**config.mk**
```make
export PLATFORM = sky130hd
export DESIGN_NAME = nibbler_control_unit_flat
export DESIGN_NICKNAME = d
export VERILOG_FILES = /design/src/rtl/nibbler_pkg.sv /design/src/rtl/nibbler_control_unit_if.sv /design/src/rtl/nibbler_flag_reg.sv /design/src/rtl/nibbler_control_unit.sv /design/src/flat_wrapper.sv
export SDC_FILE = /design/constraint.sdc
export NUM_CORES = 1
export LEC_CHECK = 0
export BUFFER_PORTS_ARGS = -buffer_cell sky130_fd_sc_hd__buf_2
export CAP_MARGIN = 30
export CORE_AREA = 10 10 47 49
export CTS_CLUSTER_SIZE = 14
export DETAILED_ROUTE_END_ITERATION = 10
export DIE_AREA = 0 0 57 59
export PLACE_DENSITY_LB_ADDON = 0.3
export SYNTH_ARGS = -nofsm -noshare
export SYNTH_HDL_FRONTEND = slang
export SYNTH_SLANG_ARGS = --single-unit
export TNS_END_PERCENT = 50
```
**constraint.sdc**
```tcl
create_clock -name clk -period 1.6 [get_ports clk]
set_input_delay 0.08 -clock clk [delete_from_list [all_inputs] [get_ports clk]]
set_output_delay 0.08 -clock clk [all_outputs]
set_load 0.005 [all_outputs]
```
**src/rtl/nibbler_pkg.sv**
```systemverilog
// Shared types for the Nibbler control unit: opcodes, ALU select codes,
// control-word bit positions and the packed 13-bit control word.
package nibbler_pkg;

  typedef enum logic [3:0] {
    OP_JC   = 4'h0,
    OP_JNC  = 4'h1,
    OP_CMPI = 4'h2,
    OP_CMPM = 4'h3,
    OP_LIT  = 4'h4,
    OP_IN   = 4'h5,
    OP_LD   = 4'h6,
    OP_ST   = 4'h7,
    OP_JZ   = 4'h8,
    OP_JNZ  = 4'h9,
    OP_ADDI = 4'hA,
    OP_ADDM = 4'hB,
    OP_JMP  = 4'hC,
    OP_OUT  = 4'hD,
    OP_NORI = 4'hE,
    OP_NORM = 4'hF
  } opcode_t;

  typedef enum logic [2:0] {
    ALU_PASS_A = 3'b000,
    ALU_SUB    = 3'b001,
    ALU_PASS_B = 3'b010,
    ALU_ADD    = 3'b011,
    ALU_NOR    = 3'b100
  } alu_sel_t;

  localparam int CW_WIDTH        = 13;
  localparam int BIT_INC_PC      = 12;
  localparam int BIT_LOAD_PC     = 11;
  localparam int BIT_LOAD_A      = 10;
  localparam int BIT_LOAD_FLAGS  = 9;
  localparam int BIT_S_HI        = 8;
  localparam int BIT_S_LO        = 6;
  localparam int BIT_CS_RAM      = 5;
  localparam int BIT_WE_RAM      = 4;
  localparam int BIT_OE_ALU      = 3;
  localparam int BIT_OE_IN       = 2;
  localparam int BIT_OE_OPERAND  = 1;
  localparam int BIT_LOAD_OUT    = 0;

  // Field order matches the bit positions above, MSB first.
  typedef struct packed {
    logic     inc_pc;
    logic     load_pc;
    logic     load_a;
    logic     load_flags;
    alu_sel_t s;
    logic     cs_ram;
    logic     we_ram;
    logic     oe_alu;
    logic     oe_in;
    logic     oe_operand;
    logic     load_out;
  } ctrl_word_t;

  // Conditional jump: take the branch, or step PC past the operand.
  function automatic ctrl_word_t jump_if(input logic cond);
    ctrl_word_t cw;
    cw         = '0;
    cw.load_pc = cond;
    cw.inc_pc  = ~cond;
    return cw;
  endfunction

endpackage

```
**src/rtl/nibbler_control_unit_if.sv**
```systemverilog
// Decoder inputs from fetch/ALU and the control word / flags it returns.
interface nibbler_control_unit_if;
  import nibbler_pkg::*;

  logic                phase;
  logic [3:0]          instr;
  logic                zero;
  logic                c_out;
  logic                phase_out;
  logic                zero_out;
  logic                c_out_out;
  logic [CW_WIDTH-1:0] out_data;

  modport master (
    output phase, instr, zero, c_out,
    input  phase_out, zero_out, c_out_out, out_data
  );

  modport slave (
    input  phase, instr, zero, c_out,
    output phase_out, zero_out, c_out_out, out_data
  );
endinterface

```
**src/rtl/nibbler_flag_reg.sv**
```systemverilog
// Two enabled flip-flops with asynchronous active-low clear; holds the
// Z (bit 1) and C (bit 0) flags of the Nibbler CPU.
module nibbler_flag_reg (
  input  logic       clk,
  input  logic       reset,
  input  logic       en,
  input  logic [1:0] d,
  output logic [1:0] q
);

  genvar gi;
  for (gi = 0; gi < 2; gi++) begin : g_flag
    logic q_reg;

    // Capture the ALU flag only when the control word asks for it.
    always_ff @(posedge clk or negedge reset) begin
      if (!reset)
        q_reg <= 1'b0;
      else if (en)
        q_reg <= d[gi];
    end

    assign q[gi] = q_reg;
  end

endmodule

```
**src/rtl/nibbler_control_unit.sv**
```systemverilog
// Nibbler CPU control unit: combinational two-phase microcode decoder
// addressed by {phase, opcode, C, Z} plus the flag register it feeds.
// Optional build macro PHASE_GEN_EN: generate the fetch/execute phase
// internally with a toggling flip-flop instead of using the phase input.
module nibbler_control_unit
  import nibbler_pkg::*;
(
  input  logic                   clk,
  input  logic                   reset,
  nibbler_control_unit_if.slave  bus
);

  logic       eff_phase;
  opcode_t    op;
  ctrl_word_t cw;
  logic [1:0] flags_q;
  logic       c_flag;
  logic       z_flag;

`ifdef PHASE_GEN_EN
  logic phase_reg;

  // Free-running fetch/execute alternation starting at fetch after reset.
  always_ff @(posedge clk or negedge reset) begin
    if (!reset)
      phase_reg <= 1'b0;
    else
      phase_reg <= ~phase_reg;
  end

  assign eff_phase = phase_reg;
`else
  assign eff_phase = bus.phase;
`endif

  assign op     = opcode_t'(bus.instr);
  assign z_flag = flags_q[1];
  assign c_flag = flags_q[0];

  // Microcode: fetch always steps PC; execute decodes opcode and flags.
  always_comb begin
    cw = '0;
    if (!eff_phase) begin
      cw.inc_pc = 1'b1;
    end else begin
      case (op)
        OP_JC:   cw = jump_if(c_flag);
        OP_JNC:  cw = jump_if(~c_flag);
        OP_JZ:   cw = jump_if(z_flag);
        OP_JNZ:  cw = jump_if(~z_flag);
        OP_JMP:  cw.load_pc = 1'b1;
        OP_CMPI, OP_CMPM: begin
          cw.inc_pc     = 1'b1;
          cw.load_flags = 1'b1;
          cw.s          = ALU_SUB;
          cw.oe_operand = (op == OP_CMPI);
          cw.cs_ram     = (op == OP_CMPM);
        end
        OP_LIT, OP_IN, OP_LD: begin
          cw.inc_pc     = 1'b1;
          cw.load_a     = 1'b1;
          cw.s          = ALU_PASS_B;
          cw.oe_operand = (op == OP_LIT);
          cw.oe_in      = (op == OP_IN);
          cw.cs_ram     = (op == OP_LD);
        end
        OP_ST: begin
          cw.inc_pc = 1'b1;
          cw.s      = ALU_PASS_A;
          cw.cs_ram = 1'b1;
          cw.we_ram = 1'b1;
          cw.oe_alu = 1'b1;
        end
        OP_ADDI, OP_ADDM: begin
          cw.inc_pc     = 1'b1;
          cw.load_a     = 1'b1;
          cw.load_flags = 1'b1;
          cw.s          = ALU_ADD;
          cw.oe_operand = (op == OP_ADDI);
          cw.cs_ram     = (op == OP_ADDM);
        end
        OP_OUT: begin
          cw.inc_pc   = 1'b1;
          cw.s        = ALU_PASS_A;
          cw.oe_alu   = 1'b1;
          cw.load_out = 1'b1;
        end
        OP_NORI, OP_NORM: begin
          cw.inc_pc     = 1'b1;
          cw.load_a     = 1'b1;
          cw.load_flags = 1'b1;
          cw.s          = ALU_NOR;
          cw.oe_operand = (op == OP_NORI);
          cw.cs_ram     = (op == OP_NORM);
        end
        default: cw = '0;
      endcase
    end
  end

  assign bus.out_data  = cw;
  assign bus.phase_out = eff_phase;
  assign bus.zero_out  = z_flag;
  assign bus.c_out_out = c_flag;

  nibbler_flag_reg u_flag_reg (
    .clk   (clk),
    .reset (reset),
    .en    (bus.out_data[BIT_LOAD_FLAGS]),
    .d     ({bus.zero, bus.c_out}),
    .q     (flags_q)
  );

endmodule

```
**src/flat_wrapper.sv**
```systemverilog
// flat-port wrapper written by rule: the top's interface ports become plain ports
module nibbler_control_unit_flat import nibbler_pkg::*;
  (clk, reset, bus_phase, bus_instr, bus_zero, bus_c_out, bus_phase_out, bus_zero_out, bus_c_out_out, bus_out_data);
  nibbler_control_unit_if bus_i ();
  input  logic clk;
  input  logic reset;
  input wire logic [$bits(bus_i.phase)-1:0] bus_phase;
  input wire logic [$bits(bus_i.instr)-1:0] bus_instr;
  input wire logic [$bits(bus_i.zero)-1:0] bus_zero;
  input wire logic [$bits(bus_i.c_out)-1:0] bus_c_out;
  output wire logic [$bits(bus_i.phase_out)-1:0] bus_phase_out;
  output wire logic [$bits(bus_i.zero_out)-1:0] bus_zero_out;
  output wire logic [$bits(bus_i.c_out_out)-1:0] bus_c_out_out;
  output wire logic [$bits(bus_i.out_data)-1:0] bus_out_data;
  assign bus_i.phase = bus_phase;
  assign bus_i.instr = bus_instr;
  assign bus_i.zero = bus_zero;
  assign bus_i.c_out = bus_c_out;
  assign bus_phase_out = bus_i.phase_out;
  assign bus_zero_out = bus_i.zero_out;
  assign bus_c_out_out = bus_i.c_out_out;
  assign bus_out_data = bus_i.out_data;
  nibbler_control_unit u_core (.clk(clk), .reset(reset), .bus(bus_i));
endmodule
```
# [Yosys cells after proc, flatten, opt, wreduce, memory -nomap -nowiden]
# Cells that the tools add are included.
[classes] addsub=0 mul=0 div=0 order_cmp=0 n_eq_ne=15 shifts=0 n_mux=13 n_bitwise=2 n_reduce_logical=9
[op_table] op="$eq A4 B4 Y1 const B" count=8
[op_table] op="$eq A4 B3 Y1 const B" count=4
[op_table] op="$pmux W1 S5" count=3
[op_table] op="$mux W12" count=1
[op_table] op="$pmux W3 S4" count=1
[op_table] op="$reduce_or A11 Y1" count=1
[op_table] op="$eq A4 B2 Y1 const B" count=2
[op_table] op="$reduce_or A2 Y1" count=4
[op_table] op="$mux W1" count=7
[op_table] op="$reduce_or A7 Y1" count=1
[op_table] op="$reduce_or A6 Y1" count=1
[op_table] op="$eq A4 B1 Y1 const B" count=1
[op_table] op="$logic_not A4 Y1" count=1
[op_table] op="$pmux W1 S4" count=1
[op_table] op="$reduce_or A3 Y1" count=1
[op_table] op="$not A1 Y1" count=2
[totals] regBits=2 latch_bits=0 ramBits=0 rom_bits=0 in_bits=9 out_inout_bits=16 wordCells=41 memories=0

# [Longest topological paths before layout]
[depth] depth_word=4 ltp_mapped=4 ltp_nobuf=3

# [By module]
# Synthesis repeated with hierarchy kept, for this count alone.
[hier_totals] hier_cells=39 area_unflattened_um2=307.8
[modules_own_cells] module="nibbler_control_unit" instances=1 cells_per_inst=33 area_each_um2=220.2
[modules_own_cells] module="nibbler_flag_reg" instances=1 cells_per_inst=6 area_each_um2=87.6

# [Worst setup path after synthesis]
# Ideal clock, no wire load.
[synth_path] path_type="register to output" from="register u_core.u_flag_reg.g_flag[0].q_reg" to="output port bus_out_data[11]" t_arrival_ps=941 t_required_ps=1520 setup_slack_ps=579 path_stages_with_launch=4 path_buffers=0 path_cell_list="dfrtp_1 xnor2_1 nor3_1 o311a_1"
[synth_via] elab_chain_cells=3
[synth_lines] element="from (decl)" line="nibbler_flag_reg.sv:13" text="logic q_reg;"
[synth_lines] element="from (signal assigned)" line="nibbler_flag_reg.sv:20" text="q_reg <= d[gi];"
[synth_lines] element="$not A1 Y1" line="nibbler_control_unit.sv:48" text="OP_JNC: cw = jump_if(~c_flag);"
[synth_lines] element="$pmux W1 S5 (*)" line="nibbler_control_unit.sv:46" text="case (op)"
[synth_lines] element="$mux W12 (*)" line="nibbler_control_unit.sv:43" text="if (!eff_phase) begin"
[synth_lines] element="to (decl)" line="flat_wrapper.sv:14" text="output wire logic [$bits(bus_i.out_data)-1:0] bus_out_data;"
# Mark *: on every way between the ends. The rest lies on a longest branch, timed or not.

# [Worst setup path after layout]
# Same ends and word-level chain as after synthesis.

==> reports/results.tsv <==
stage	metric	value	unit
timing	Worst slew margin	82.04	%
worst_setup_path	reg2reg end	u_core.u_flag_reg.g_flag[1].q_reg	
worst_setup_path	CP Class	reg2out	
place	IO Port Bufs	24	
clocking	CTS max path bufs	2	
floorplan	Starting Density	22.50	%
drt	Pre-Repair DR Iteration Count	2	
global_route	initial antenna violation count	0	
drt	WL met2	488	µm
synth	warnings from Yosys	0	
power	switching pwr	86.00	µW
floorplan	FP Rows	14	
power	Cell Int Power	201.4	µW
floorplan	die width	57	µm
timing	Max Slew Vio Count	0	
min_path	Hold Crit Depth	2	
synth	register area share after synthesis	15.87	%
synth	number of synthesized flops with an enable pin	0	
power	part of the power in registers	23.8	%
clocking	TritonCTS clock tree	yes	
worst_setup_path	CP Data Required Time	1.52	ns
timing	post-layout min period	1.373	ns
worst_setup_path	RR Startpoint	u_core.u_flag_reg.g_flag[1].q_reg	
power	sw frac	29.93	%
cells_and_area	Area Overhead vs Synth	44.44	%
synth	area leader, netlist	dfrtp_1	
synth	dominant cells by area after synthesis	dfrtp_1 (16%), mux2_4 (9.5%), xnor2_1 (8.3%)	
timing	final setup vio count	0	
floorplan	DIE AREA	3363	µm²
worst_setup_path	Worst Setup EP	bus_out_data[11]	
power	Clock power frac	38.4	%
synth	post-synth cell types	19	
global_route	largest net degree at the start of global routing	11	
cells_and_area	Fill cells	162	
timing	RSZ-0062 raised after global routing	no	
timing	final worst-path cycle share	85.80	%
power	Lkg Pwr	0.0002393	µW
drt	DRC violations left	0	
synth	Most used DFF post-synth	dfrtp_1	
clocking	CTS Buf Count	3	
floorplan	IO Pins	25	
synth	Async S/R FF share, synth	100.0	%
floorplan	area of the core	1401	µm²
cells_and_area	share of post-route cells with drive strength above 1	53.23	%
synth	syn_nets	48	
drt	top sig layer	met3	
drt	DR WL met3	111	µm
synth	share of the synthesized area in the top cell type	15.87	%
drt	M1 WL	413	µm
power	VDD IR max	0.0003595	V
clocking	clk sinks	2	
cells_and_area	Ant. Diodes	0	
global_route	remaining global-route overflow	0	
worst_setup_path	Worst R2R Setup Slack	0.81	ns
synth	synthesized instance count	39	
timing	fmax	728.4	MHz
drt	Vias	349	
synth	#FFs+latches synth	2	
drt	Initial DRC Count	10	
place	RePlAce Congestion	0.6879	
worst_setup_path	Worst Setup Start Kind	register	
job	Max-cap violations	0	
drt	Vias/cell	4.474	
place	Post-DP HPWL	803.5	µm
status	outcome	completed	
cells_and_area	max reg flops	2	
timing	final hold vios	0	
clocking	clock transition at the registers of the reported paths	0.03	ns
clocking	CTS resizes	0	
power	Combinational Power Share	37.8	%
worst_setup_path	WP data arrival	1.29	ns
timing	Slew @ Worst Pin	0.2688	ns
global_route	vias in the first global route	338	
synth	Mapped Avg Cell Area	8.085	µm²
global_route	Total GRT Usage	5.704	%
clocking	clk_lat worst skew	0.22	ns
global_route	first-pass GRT wire length	1.538	mm
drt	Total Wirelength	1.013	mm
min_path	worst min-delay path class	in2reg	
power	total chip power	287.4	µW
drt	WL/cell	12.99	µm
clocking	H-tree levels	1	
cells_and_area	nets	73	
worst_setup_path	CP endpoint kind	primary output	
power	PwrDens	630.9	nW/µm²
worst_setup_path	Worst Setup SP	u_core.u_flag_reg.g_flag[0].q_reg	
synth	Post-Syn Area	315.3	µm²
worst_setup_path	worst-path fanout max	3	
synth	Post-synth top cells	nand2_1 (5), nor2_1 (5), buf_4 (3), nor3b_1 (3), xnor2_1 (3)	
timing	Clock Skew	0	ns
floorplan	Die Ht	59	µm
drt	Final ANT Viol Nets	0	
clocking	CTS root buffer	clkbuf_4	
timing	post-route setup TNS	0	ns
worst_setup_path	Reg2Reg Depth	1	
## layout make-up
cell class | count | area [µm²] | share of cell area [%]
well taps | 16 | 20.02 | 4.396
flip-flops and latches | 2 | 50.05 | 10.99
clock buffers | 3 | 22.52 | 4.945
repair buffers | 25 | 130.1 | 28.57
multi-input cells | 31 | 229.0 | 50.27
inverters | 1 | 3.754 | 0.8242
## routing by layer
layer	GRT usage, %	vias up
met5	0	-
met4	4.027	0
met3	3.433	0
met2	8.217	12
met1	6.057	155
li1	-	182
## kinds of logic (layout without fill, tap and decap cells)
group                     Yosys count  in the layout  synth area share, %
AOI/OAI and AO/OA                   4              4                10.71
muxes                               2              2                9.524
DFF                                 2              2                15.87
xor gates and xnor gates            3              3                8.335
and+or+nand+nor                    22             22                44.05
buffers and inverters               6             29                11.51
## power by group through the flow
stage | registers (µW) | logic [µW] | clock network [µW]
after global routing | 69.7 | 119 | 123
after detailed placement | 69.0 | 108 | 0
after floorplan | 69.0 | 69.0 | 0
after CTS | 68.7 | 111 | 117
final | 68.4 | 109 | 110
after global placement | 68.5 | 108 | 0
## worst min path at each step
| stage | start | endpoint | slack [ns] |
|---|---|---|---|
| after floorplan | reset | u_core.u_flag_reg.g_flag[0].q_reg | -0.22 |
| after global placement | reset | u_core.u_flag_reg.g_flag[0].q_reg | -0.13 |
| after detailed placement | reset | u_core.u_flag_reg.g_flag[1].q_reg | -0.13 |
| after CTS | bus_c_out | u_core.u_flag_reg.g_flag[0].q_reg | 0.08 |
| after global routing | bus_c_out | u_core.u_flag_reg.g_flag[0].q_reg | 0.08 |
| final | bus_c_out | u_core.u_flag_reg.g_flag[0].q_reg | 0.09 |
## critical path: stages, from the launching register on
cell	delay, ns
dfrtp_1	0.39
xnor2_1	0.14
nor3_1	0.07
o311a_1	0.35
buf_2	0.13
## through the flow
stage | worst slack, ns | cells | utilization [%] | hold slack [ns] | area (µm²)
floorplan | 0.5787 | 39 | - | -0.2156 | 315.3
global placement | 0.4762 | 74 | 30.18 | -0.1318 | 422.9
detailed placement | 0.4541 | 74 | 30.18 | -0.1316 | 422.9
CTS | 0.2081 | 78 | 32.50 | 0.08282 | 455.4
global route | 0.1251 | 78 | 32.50 | 0.08017 | 455.4
finish | 0.2271 | 78 | 32.50 | 0.09225 | 455.4
## placed cells by master, fill, tap and decap left out
| cell | count |
|---|---|
| mux2_4 | 2 |
| and4bb_2 | 1 |
| xnor2_1 | 3 |
| nor3b_1 | 3 |
| nor2_2 | 1 |
| inv_1 | 1 |
| nor3_1 | 2 |
| dfrtp_1 | 2 |
| o311a_1 | 1 |
| nor2b_4 | 1 |
| dlygate4sd3_1 | 1 |
| nor3b_2 | 1 |
| nand3b_1 | 2 |
| o311ai_1 | 1 |
| a21boi_0 | 2 |
| clkbuf_4 | 3 |
| and4_1 | 1 |
| buf_2 | 24 |
| nand2_1 | 5 |
| nor2_1 | 5 |
## repair_timing
item / CTS / global route
hold buffers: 1 / 0
endpoints found under the hold margin: 2 / 0
setup buffers: 0 / 0
Power figures use the tool's default switching activity.
